$ cat src/rtl/voice_sequencer_if.sv
// Configuration write port and shared phase/amplitude datapath handshake for voice_sequencer.
// "master" is the sequencer side: it drives the datapath and receives configuration.
interface voice_sequencer_if #(
    parameter int VW = 2
);
    logic               cfg_we;
    logic [VW-1:0]      cfg_voice;
    logic [1:0]         cfg_sel;
    logic [15:0]        cfg_data;

    logic [13:0]        dp_phase;
    logic signed [15:0] dp_amp;
    logic               dp_valid;
    logic signed [15:0] dp_result;

    modport master (
        input  cfg_we, cfg_voice, cfg_sel, cfg_data, dp_result,
        output dp_phase, dp_amp, dp_valid
    );

    modport slave (
        output cfg_we, cfg_voice, cfg_sel, cfg_data, dp_result,
        input  dp_phase, dp_amp, dp_valid
    );
endinterface

$ cat src/rtl/voice_sequencer.sv
// Time-multiplexes one sine/amplitude datapath across NVOICES oscillator voices and
// mixes the returned samples into one saturated 16-bit output per sample tick.
//
// state   | meaning
// S_IDLE  | waiting for sample_tick
// S_ISSUE | one voice per cycle sent to the datapath
// S_DRAIN | LAT cycles waiting for the last results
// S_DONE  | mix_out updated, mix_valid high for one cycle
module voice_sequencer #(
    parameter int NVOICES = 4,
    parameter int LAT     = 0
) (
    input  logic               clk,
    input  logic               reset,
    voice_sequencer_if.master  bus,
    input  logic               resync,
    input  logic               sample_tick,
    output logic signed [15:0] mix_out,
    output logic               mix_valid,
    output logic               busy,
    output logic               overrun
);
    localparam int VW = ($clog2(NVOICES) < 1) ? 1 : $clog2(NVOICES);
    localparam int SW = 16 + VW + 1;
    localparam int DW = (LAT > 1) ? $clog2(LAT) : 1;
    localparam logic [VW-1:0] LAST = VW'(NVOICES - 1);

    typedef enum logic [1:0] {S_IDLE, S_ISSUE, S_DRAIN, S_DONE} state_t;

    state_t                   state;
    logic [VW-1:0]            idx;
    logic [VW-1:0]            idx_inc;
    logic [VW-1:0]            issue_sel;
    logic [DW-1:0]            drain_cnt;
    logic signed [SW-1:0]     sum;
    logic signed [SW-1:0]     sum_nxt;
    logic                     res_vld;
    logic                     cfg_hit;
    logic [13:0]              issue_phase;
    logic [15:0]              issue_amp;

    logic [NVOICES-1:0][15:0] amp, amp_nxt;
    logic [NVOICES-1:0][15:0] padd, padd_nxt;
    logic [NVOICES-1:0][15:0] poff, poff_nxt;
    logic [NVOICES-1:0][15:0] acc, acc_nxt;
    logic [NVOICES-1:0]       en, en_nxt;

    function automatic logic [15:0] sat16(input logic signed [SW-1:0] s);
        if ((&s[SW-1:15]) || !(|s[SW-1:15]))
            return s[15:0];
        else if (s[SW-1])
            return 16'h8000;
        else
            return 16'h7fff;
    endfunction

    assign cfg_hit = bus.cfg_we && (int'(bus.cfg_voice) < NVOICES);

    // Precedence: issue advance, then resync (old offsets), then config write.
    always_comb begin
        acc_nxt  = acc;
        amp_nxt  = amp;
        padd_nxt = padd;
        poff_nxt = poff;
        en_nxt   = en;
        if (state == S_ISSUE && en[idx])
            acc_nxt[idx] = acc[idx] + padd[idx];
        if (resync)
            acc_nxt = poff;
        if (cfg_hit) begin
            case (bus.cfg_sel)
                2'd0: amp_nxt[bus.cfg_voice]  = bus.cfg_data;
                2'd1: padd_nxt[bus.cfg_voice] = bus.cfg_data;
                2'd2: poff_nxt[bus.cfg_voice] = bus.cfg_data;
                2'd3: en_nxt[bus.cfg_voice]   = bus.cfg_data[0];
            endcase
        end
    end

    // Datapath outputs are registered from next-state values so that an issue
    // reflects every write and resync that landed on the same edge.
    assign idx_inc     = idx + 1'b1;
    assign issue_sel   = (state == S_IDLE) ? '0 : idx_inc;
    assign issue_phase = acc_nxt[issue_sel][15:2];
    assign issue_amp   = en_nxt[issue_sel] ? amp_nxt[issue_sel] : 16'h0000;

    generate
        if (LAT == 0) begin : g_comb_dp
            assign res_vld = bus.dp_valid;
        end else begin : g_pipe_dp
            logic [LAT-1:0] vld_sr;
            always_ff @(posedge clk) begin
                if (reset)
                    vld_sr <= '0;
                else
                    vld_sr <= LAT'({vld_sr, bus.dp_valid});
            end
            assign res_vld = vld_sr[LAT-1];
        end
    endgenerate

    assign sum_nxt = sum + (res_vld ? $signed({{(SW-16){bus.dp_result[15]}}, bus.dp_result})
                                    : $signed({SW{1'b0}}));

    always_ff @(posedge clk) begin
        if (reset) begin
            state        <= S_IDLE;
            idx          <= '0;
            drain_cnt    <= '0;
            sum          <= '0;
            amp          <= '0;
            padd         <= '0;
            poff         <= '0;
            acc          <= '0;
            en           <= '0;
            bus.dp_phase <= '0;
            bus.dp_amp   <= '0;
            bus.dp_valid <= 1'b0;
            mix_out      <= '0;
            mix_valid    <= 1'b0;
            busy         <= 1'b0;
            overrun      <= 1'b0;
        end else begin
            amp  <= amp_nxt;
            padd <= padd_nxt;
            poff <= poff_nxt;
            acc  <= acc_nxt;
            en   <= en_nxt;

            if (sample_tick && state != S_IDLE)
                overrun <= 1'b1;

            case (state)
                S_IDLE: begin
                    mix_valid <= 1'b0;
                    if (sample_tick) begin
                        state        <= S_ISSUE;
                        idx          <= '0;
                        sum          <= '0;
                        busy         <= 1'b1;
                        bus.dp_valid <= 1'b1;
                        bus.dp_phase <= issue_phase;
                        bus.dp_amp   <= issue_amp;
                    end
                end
                S_ISSUE: begin
                    sum <= sum_nxt;
                    if (idx == LAST) begin
                        bus.dp_valid <= 1'b0;
                        if (LAT > 0) begin
                            state     <= S_DRAIN;
                            drain_cnt <= DW'(LAT - 1);
                        end else begin
                            state     <= S_DONE;
                            mix_out   <= sat16(sum_nxt);
                            mix_valid <= 1'b1;
                        end
                    end else begin
                        idx          <= idx_inc;
                        bus.dp_valid <= 1'b1;
                        bus.dp_phase <= issue_phase;
                        bus.dp_amp   <= issue_amp;
                    end
                end
                S_DRAIN: begin
                    sum <= sum_nxt;
                    if (drain_cnt == '0) begin
                        state     <= S_DONE;
                        mix_out   <= sat16(sum_nxt);
                        mix_valid <= 1'b1;
                    end else begin
                        drain_cnt <= drain_cnt - 1'b1;
                    end
                end
                S_DONE: begin
                    state     <= S_IDLE;
                    mix_valid <= 1'b0;
                    busy      <= 1'b0;
                end
                default: state <= S_IDLE;
            endcase
        end
    end
endmodule

$ cat src/flat_wrapper.sv
// flat-port wrapper written by rule: the top's interface ports become plain ports
module voice_sequencer_flat 
#(
    parameter int NVOICES = 4,
    parameter int LAT     = 0
)
  (clk, reset, resync, sample_tick, mix_out, mix_valid, busy, overrun, bus_cfg_we, bus_cfg_voice, bus_cfg_sel, bus_cfg_data, bus_dp_result, bus_dp_phase, bus_dp_amp, bus_dp_valid);
  voice_sequencer_if #(.VW((2))) bus_i ();
  input  logic clk;
  input  logic reset;
  input  logic resync;
  input  logic sample_tick;
  output logic signed [15:0] mix_out;
  output logic mix_valid;
  output logic busy;
  output logic overrun;
  input wire logic [$bits(bus_i.cfg_we)-1:0] bus_cfg_we;
  input wire logic [$bits(bus_i.cfg_voice)-1:0] bus_cfg_voice;
  input wire logic [$bits(bus_i.cfg_sel)-1:0] bus_cfg_sel;
  input wire logic [$bits(bus_i.cfg_data)-1:0] bus_cfg_data;
  input wire logic [$bits(bus_i.dp_result)-1:0] bus_dp_result;
  output wire logic [$bits(bus_i.dp_phase)-1:0] bus_dp_phase;
  output wire logic [$bits(bus_i.dp_amp)-1:0] bus_dp_amp;
  output wire logic [$bits(bus_i.dp_valid)-1:0] bus_dp_valid;
  assign bus_i.cfg_we = bus_cfg_we;
  assign bus_i.cfg_voice = bus_cfg_voice;
  assign bus_i.cfg_sel = bus_cfg_sel;
  assign bus_i.cfg_data = bus_cfg_data;
  assign bus_i.dp_result = bus_dp_result;
  assign bus_dp_phase = bus_i.dp_phase;
  assign bus_dp_amp = bus_i.dp_amp;
  assign bus_dp_valid = bus_i.dp_valid;
  voice_sequencer #(.NVOICES(NVOICES), .LAT(LAT)) u_core (.clk(clk), .reset(reset), .bus(bus_i), .resync(resync), .sample_tick(sample_tick), .mix_out(mix_out), .mix_valid(mix_valid), .busy(busy), .overrun(overrun));
endmodule
$ cat config.mk
export PLATFORM = sky130hd
export DESIGN_NAME = voice_sequencer_flat
export DESIGN_NICKNAME = d
export VERILOG_FILES = /design/src/rtl/voice_sequencer_if.sv /design/src/rtl/voice_sequencer.sv /design/src/flat_wrapper.sv
export SDC_FILE = /design/constraint.sdc
export NUM_CORES = 1
export LEC_CHECK = 0
export BUFFER_PORTS_ARGS = -buffer_cell sky130_fd_sc_hd__buf_2
export CAP_MARGIN = 15
export CORE_ASPECT_RATIO = 1.25
export CORE_MARGIN = 4
export CORE_UTILIZATION = 60
export DETAILED_ROUTE_END_ITERATION = 12
export MAX_ROUTING_LAYER = met4
export PLACE_DENSITY_LB_ADDON = 0.15
export SLEW_MARGIN = 30
export SYNTH_ARGS = -nofsm -noshare
export SYNTH_HDL_FRONTEND = slang
export SYNTH_SLANG_ARGS = --single-unit
export TNS_END_PERCENT = 100
$ cat constraint.sdc
create_clock -name clk -period 5.6 [get_ports clk]
set_input_delay 0.28 -clock clk [delete_from_list [all_inputs] [get_ports clk]]
set_output_delay 0.28 -clock clk [all_outputs]
set_load 0.1 [all_outputs]
==> flow_summary.toml, run 1 <==
[status]
status = "completed"

[setup_path]
critPathLaunchType = "register"
crit_start = "u_core.idx[0]$_SDFFE_PP0P_"
cp-end-kind = "register"
cp.required_ps = 6070
crit_fanout = 37
critPathKind = "reg -> reg"
worstReg2RegStart = "u_core.idx[0]$_SDFFE_PP0P_"
r2r_cells = 12
crit_arrival_ps = 4760

[floorplanning]
fp.dieH_um = 194
die-area_um2 = 30300
row_count = 67
io_pins = 91
initial_core_util_pct = 61.3
core_um2 = 27000
die_w_um = 157

[logic_synthesis]
ys_top_cells_by_area = "dfxtp_1 (40%), nand2_1 (11%), a21oi_1 (9.2%)"
syn-mean-instance-area_um2 = 7.97
synth_async_sr_flop_share_pct = 0
ys_seq_area_share_pct = 40.3
synth_top_area_share_pct = 40.3
synth_nets = 2160
yosys-top-cells-count = "nand2_1 (498), dfxtp_1 (333), a21oi_1 (305), nor2_1 (211), clkbuf_1 (128)"
synth_top_area_cell = "dfxtp_1"
ys_ff_latch = 333
synthCells = 2076
yosysMostFrequentCell = "nand2_1"
yosys_warnings = 0
synth_edf_count = 0
synth_ff_type = "dfxtp_1"
synth_cell_types = 86
syn_area_um2 = 16600

[drt]
vias = 15500
via_per_inst = 6.35
drt_wl_total_um = 50800
routed.top_layer = "met4"
first_pass_iters = 6
met2WireLength_um = 23700
drc = 0
drt_iter0_drc = 1651
antenna_left = 0
dr_wl_met3_um = 4830
met1_length_um = 19900
wl_per_cell_um = 20.8

[place]
hpwl_um = 32700
io_buffers = 90
globalplace.congestion = 0.956

[clock_tree]
clock_sinks = 333
cts.path.max_buffers = 3
tritoncts = "built"
cts-resized-gates = 0
root_buffer = "clkbuf_16"
cts_buffers = 35
holdBufCountCts = 0
h-tree-depth = 2
cts_setup_buffers = 0
clk_latency_ps = 540
clk_pin_slew_ps = 60

[hold_path]
hold_depth = 3
min_path_type = "in -> reg"
worstHoldStart = "sample_tick"

[global_route]
grt_pass1_vias = 14500
globalRoute.totalOverflow = 0
grtUsageTotal_pct = 33.3
antenna_found_initial = 1
grt_max_degree = 143
grt_pass1_wl_um = 78900

[timing]
rsz0062_at_grt = "false"
relSlewSlack_pct = 29.6
hold_viol = 0
setup_viol = 0
tightest_slew_ps = 1050
period_share_pct = 76.7
whs_ps = 62.8
fin_crit_ps = 4300
setup_tns_ps = 0
clock_skew_ps = 14.3
slew_violations = 0
fmax_mhz = 233

[job]
max-cap-violations = 0

[cells_and_area]
area.growth.synth_to_final_pct = 10.1
nNetsFinal = 2153
drive_above_1_share_pct = 12.5

[power]
pwr_density_cell_nw_per_um2 = 385
leakage_nw = 6.95
vdd_drop_max_mv = 0.273
## power breakdown
part | total (mW) | internal, mW | switching [mW]
registers | 2.62 | 2.51 | 0.110
clock network | 2.39 | 1.39 | 0.995
logic | 2.00 | 0.485 | 1.52
## area by class of cell
type | instances | area, um2
clock buffer | 48 | 1040
multi-input combinational | 1565 | 9220
fill | 2326 | 8770
antenna | 1 | 2.50
clock inverter | 12 | 130
timing repair buffer | 113 | 652
sequential | 333 | 6670
inverter | 21 | 78.8
tap | 345 | 432
## worst max-delay path, stage by stage (launching register included)
cell	delay [ps]
dfxtp_4	780
buf_4	390
mux4_2	550
ha_1	370
and3_1	240
a221oi_1	340
nor3b_1	230
mux2i_1	160
a21oi_1	170
a21oi_1	80
mux4_2	500
o221ai_1	180
nor3b_2	190
## through the flow
stage	area, um2	instances	power, mW	util, %	setup slack [ps]
6_report	18200	2438	7.01	67.5	1300
3_3_place_gp	17000	2376	4.63	63.0	1400
2_1_floorplan	16600	2076	4.22	-	1380
4_1_cts	18200	2436	7.01	67.4	1300
3_5_place_dp	17000	2376	4.65	63.1	1360
5_1_grt	18200	2438	7.25	67.5	1020
## layer usage
layer  global-route usage (%)  up-vias
li1                         -     7179
met1                     42.4     7364
met2                     51.2      754
met3                     6.21      181
met4                     15.3        0
met5                        -        -
## layout by cell type, fill, tap and decap left out, types with 7 or more instances in the layout
cell type and count:
nor3_1 13, nor2b_1 13, a211oi_1 22, o21a_1 8, clkbuf_8 7, buf_2 88
clkbuf_16 37, mux2i_1 53, ha_1 41, o22a_1 15, a2111oi_0 16, o211ai_1 14
nand2_2 11, nand3_1 24, a211oi_2 11, and3_1 7, nor2_1 207, nand2_1 496
a21oi_1 305, xor2_1 8, xnor2_1 23, inv_1 19, mux4_2 35, a22oi_1 20
and2_1 24, buf_4 22, o21ai_0 69, dfxtp_1 331, a21o_1 8
## registers in the layout, indices dropped and copies added (netlist names), 2 cells and up
name,flops
u_core.bus.dp_phase,14
u_core.acc,64
u_core.idx,2
u_core.state,2
u_core.poff,64
u_core.bus.dp_amp,16
u_core.padd,64
u_core.amp,64
u_core.sum,19
u_core.mix_out,16
u_core.en,4
## path summary, 6_finish.rpt
check / to / slack [ps]
hold reg to reg: u_core.bus.dp_phase[1]$_SDFFE_PP0P_ / 450
setup / recovery: u_core.bus.dp_phase[12]$_SDFFE_PP0P_ / 1300
setup reg to reg: u_core.bus.dp_phase[12]$_SDFFE_PP0P_ / 1300
hold / removal: u_core.busy$_SDFFE_PP0P_ / 60
## kinds of logic (layout without fill, tap and decap cells)
logic type	count (synthesis)	after routing	share of synthesized area [%]
compound gates	560	560	21.1
xor+xnor	32	32	1.74
fa+ha+maj	43	43	3.34
simple gates	839	839	20.9
flops	333	333	40.3
other cells	0	1	0
buf+inv	178	194	4.39
mux	91	91	8.17
No activity file was read; power rests on OpenSTA's default activity.
==> run 2: changes to the inputs <==
Settings changed: CORE_UTILIZATION 60 to 56.
Clock period 5.6 ns to 3.8 ns, I/O delays scaled along.
==> flow_summary.toml, run 2 (same netlist as run 1, synthesis figures left out) <==
[drt]
wl_per_cell_um = 20.6
drc = 0
antenna_left = 0
drt_iter0_drc = 1566
first_pass_iters = 6
drt_wl_total_um = 52400
vias = 15500
via_per_inst = 6.09

[power]
p_clk_share_pct = 35.4
pwr_density_cell_nw_per_um2 = 569
p_int_mw = 6.86
p_switching_mw = 3.89
combPwrFrac_pct = 29.2
vdd_drop_max_mv = 0.457
leakage_nw = 7.26
seqPwrFrac_pct = 35.4
p_sw_share_pct = 36.2

[setup_path]
critPathKind = "reg -> reg"
critPathLaunchType = "register"
cp.required_ps = 4220
cp_cell_sequence = "buf_12 > mux4_2 > ha_1 > a211o_1 > a31o_4 > a211oi_2 > o21bai_2 > o31a_1 > mux2_2 > mux2i_2 > a22oi_1 > a32o_1"
crit_slowest_cell = "mux4_2"
cpPeakStageDelay_ps = 550
cp-end-kind = "register"
crit_fanout = 13
crit_arrival_ps = 4140

[cells_and_area]
area.growth.synth_to_final_pct = 14.1
layout_commonest_cell = "nand2_1"
final_cell_mix = "nand2_1 (497), dfxtp_1 (331), a21oi_1 (304)"
fillerInstances = 2523
fin_util_pct = 64.8
nNetsFinal = 2201
drive_above_1_share_pct = 14.9

[floorplanning]
row_count = 70
initial_core_util_pct = 56.8
core_um2 = 29200
io_pins = 91
die_w_um = 162
die-area_um2 = 32400
fp.dieH_um = 200

[global_route]
antenna_found_initial = 1
globalRoute.totalOverflow = 0
grt_max_degree = 113
grtUsageTotal_pct = 32.3
grt_pass1_wl_um = 81900
grt_pass1_vias = 15000

[timing]
setup_tns_ps = 0
fin_crit_ps = 3710
clock_skew_ps = 15.6
fmax_mhz = 269
hold_viol = 0
relSlewSlack_pct = 28.6
rsz0062_at_grt = "true"
whs_ps = 57.7
setup_viol = 0
slew_violations = 0
period_share_pct = 97.8
tightest_slew_ps = 1070

[place]
hpwl_um = 35300
globalplace.congestion = 0.997
io_buffers = 90

[clock_tree]
clk_pin_slew_ps = 60
cts_buffers = 36
root_buffer = "clkbuf_16"
h-tree-depth = 2
clock_sinks = 333
cts.path.max_buffers = 3
clk_latency_ps = 540
tritoncts = "built"

[status]
status = "completed"

[hold_path]
min_path_type = "in -> reg"

[job]
max-cap-violations = 0
-- run 2: timing repair --
action | 4_1_cts | 5_1_grt
endpoints found under the setup margin | 0 | 5
endpoints found under the hold margin | 2 | 0
gates resized for setup | 0 | 15
setup buffers | 0 | 3
hold buffers | 1 | 0
-- run 2: final cells by class --
| type | instances | area (um2) | area share [%] |
|---|---|---|---|
| antenna | 1 | 2.50 | 0.0132 |
| tap | 396 | 495 | 2.62 |
| inverter | 21 | 78.8 | 0.417 |
| clock buffer | 53 | 1100 | 5.81 |
| sequential | 333 | 6670 | 35.3 |
| timing repair buffer | 160 | 1090 | 5.75 |
| clock inverter | 12 | 196 | 1.04 |
| multi-input combinational | 1565 | 9270 | 49.0 |
-- run 2: critical path, delay by kind of cell, from the launching register on --
family | cells | cell delay [ps]
AOI/OAI and AO/OA | 7 | 1590
muxes | 3 | 1060
DFF | 1 | 400
adders and majority gates | 1 | 380
buffers and inverters | 1 | 160
-- run 2: routing by layer --
metal / up-vias / part of all wire, % / global-route usage [%]
met5: - / 0 / -
met4: 0 / 4.7 / 15.1
met3: 181 / 7.8 / 5.31
met2: 685 / 49 / 52.7
met1: 7309 / 39 / 38.9
li1: 7300 / - / -
-- run 2: metrics by stage --
stage | power [mW] | std cells | cell area, um2 | setup slack, ps
2_1_floorplan | 6.22 | 2076 | 16600 | 8.15
3_3_place_gp | 6.94 | 2469 | 17400 | 160
3_5_place_dp | 6.96 | 2470 | 17500 | 113
4_1_cts | 10.7 | 2536 | 18800 | 86.1
5_1_grt | 11.1 | 2541 | 18900 | -96.0
6_report | 10.8 | 2541 | 18900 | 85.3
-- run 2: worst paths after layout --
kind | start | to | slack [ps] | cells past startpoint
setup / recovery | u_core.idx[0]$_SDFFE_PP0P_ | u_core.bus.dp_phase[10]$_SDFFE_PP0P_ | 90 | 12
hold / removal | bus_cfg_data[2] | u_core.padd[34]$_SDFFE_PP0P_ | 60 | 3
setup reg to reg | u_core.idx[0]$_SDFFE_PP0P_ | u_core.bus.dp_phase[10]$_SDFFE_PP0P_ | 90 | 12
hold reg to reg | u_core.padd[55]$_SDFFE_PP0P_ | u_core.padd[55]$_SDFFE_PP0P_ | 450 | 2
-- run 2: power groups by stage --
stage	combinational, mW	sequential [mW]	clock [mW]
after floorplan	1.44	4.78	0
after global placement	3.06	3.88	0
after detailed placement	3.08	3.88	0
after CTS	3.10	3.81	3.84
after global routing	3.33	3.83	3.99
final	3.14	3.81	3.80
==> run 3: changes to the inputs <==
Settings changed: REMOVE_ABC_BUFFERS set to 1.
==> flow_summary.toml, run 3 (same netlist as run 1, synthesis figures left out) <==
[drt]
first_pass_iters = 7
via_per_inst = 6.06
drt_wl_total_um = 51800
drt_iter0_drc = 1503
antenna_left = 0
drc = 0
vias = 15400
wl_per_cell_um = 20.5

[timing]
fmax_mhz = 270
clock_skew_ps = 19.7
fin_crit_ps = 3700
setup_viol = 0
tightest_slew_ps = 1050
rsz0062_at_grt = "true"
relSlewSlack_pct = 30.1
hold_viol = 0
slew_violations = 0
period_share_pct = 97.4

[setup_path]
crit_end = "u_core.bus.dp_phase[10]$_SDFFE_PP0P_"
worstReg2RegStart = "u_core.idx[0]$_SDFFE_PP0P_"
crit_arrival_ps = 4120
critPathKind = "reg -> reg"
cp.required_ps = 4220
crit_start = "u_core.idx[0]$_SDFFE_PP0P_"
crit_fanout = 11
r2r-end = "u_core.bus.dp_phase[10]$_SDFFE_PP0P_"
critPathLaunchType = "register"
r2r_cells = 12
cp-end-kind = "register"
r2r_slack_ps = 100

[cells_and_area]
antennaDiodeCount = 0
final_cell_mix = "nand2_1 (496), dfxtp_1 (331), a21oi_1 (305)"
drive_above_1_share_pct = 14.4
stdcell_count = 2532
nNetsFinal = 2197
fin_util_pct = 63.9
area.growth.synth_to_final_pct = 12.6
layout_commonest_cell = "nand2_1"
fin_area_um2 = 18600

[floorplanning]
io_pins = 91
row_count = 70
die-area_um2 = 32400
core_um2 = 29200
initial_core_util_pct = 56.8
fp.dieH_um = 200
die_w_um = 162

[clock_tree]
clk_latency_ps = 530
tritoncts = "built"
clock_sinks = 333
root_buffer = "clkbuf_16"
clk_pin_slew_ps = 70
cts.path.max_buffers = 3
h-tree-depth = 2
cts_buffers = 36

[power]
vdd_drop_max_mv = 0.434
pwr_density_cell_nw_per_um2 = 552
total_power_mw = 10.3
leakage_nw = 7.13

[status]
status = "completed"

[global_route]
globalRoute.totalOverflow = 0
grt_max_degree = 115
grt_pass1_wl_um = 81100
antenna_found_initial = 0
grt_pass1_vias = 15000
grtUsageTotal_pct = 32.0

[place]
placedCellCount = 2469
io_buffers = 90
placed_cell_area_um2 = 17500
hpwl_um = 35200
globalplace.congestion = 0.999

[hold_path]
hold_depth = 3
min_path_type = "in -> reg"
worstHoldStart = "bus_cfg_data[7]"

[job]
max-cap-violations = 0
run 3: cell count changes in the layout (fill, tap and decap cells not counted), moves of 2 or more:
cell       change
buf_4          -4
bufinv_16      -3
clkbuf_1       +4
clkbuf_16      -2
clkbuf_8       -8
inv_6          +3
nor2_2         +3
nor2_4         -2
run 3: metal layers:
metal	wire length [um]	GRT usage (%)	vias up
met5	0	-	-
met4	2730	15.8	0
met3	3240	4.42	171
met2	25900	54.5	662
met1	20000	36.8	7240
li1	-	-	7279
run 3: how the worst min path moves through the flow:
| stage | end | slack, ps |
|---|---|---|
| global placement | u_core.padd[11]$_SDFFE_PP0P_ | 440 |
| CTS | u_core.poff[18]$_SDFFE_PP0P_ | 30 |
| detailed placement | u_core.padd[55]$_SDFFE_PP0P_ | 440 |
| finish | u_core.amp[23]$_SDFF_PP0_ | 50 |
| global route | u_core.padd[23]$_SDFFE_PP0P_ | 50 |
| floorplan | u_core.mix_out[0]$_SDFFE_PP0P_ | 250 |
run 3: critical path: stages (launching register included):
cell      delay, ps
dfxtp_4         410
buf_6           200
mux4_2          520
ha_2            340
a211o_1         260
a31o_2          260
a211oi_2        190
o21bai_1        120
o31a_1          380
mux2_2          320
mux2i_2         200
a22oi_1         110
a32o_1          290
run 3: cell type report:
| type | instances | area, um2 |
|---|---|---|
| Timing Repair Buffer | 156 | 1030 |
| Clock buffer | 48 | 977 |
| Tap cell | 396 | 495 |
| Inverter | 21 | 78.8 |
| Sequential cell | 333 | 6670 |
| Multi-Input combinational cell | 1565 | 9240 |
| Clock inverter | 13 | 133 |
| Fill cell | 2610 | 10500 |
run 3: report_power, final:
part | leakage, nW | total, mW | switching, mW | internal [mW]
clock network | 0.545 | 3.37 | 1.42 | 1.95
registers | 2.70 | 3.81 | 0.116 | 3.69
logic | 3.89 | 3.11 | 2.31 | 0.796
total | 7.13 | 10.3 | 3.85 | 6.44
run 3: timing repair:
item,in CTS,in global routing
hold buffers,1,0
setup endpoints to repair,0,6
buffers inserted,0,1
endpoints found under the hold margin,2,0
resized for setup,0,13
run 3: through the flow:
step           hold slack, ps  worst slack [ps]  TNS [ps]
2_1_floorplan             255             -2140    -89990
3_3_place_gp              439               145         0
3_5_place_dp              444              55.5         0
4_1_cts                  27.3              26.0         0
5_1_grt                  50.0             -49.1     -49.1
6_report                 52.1              99.2         0
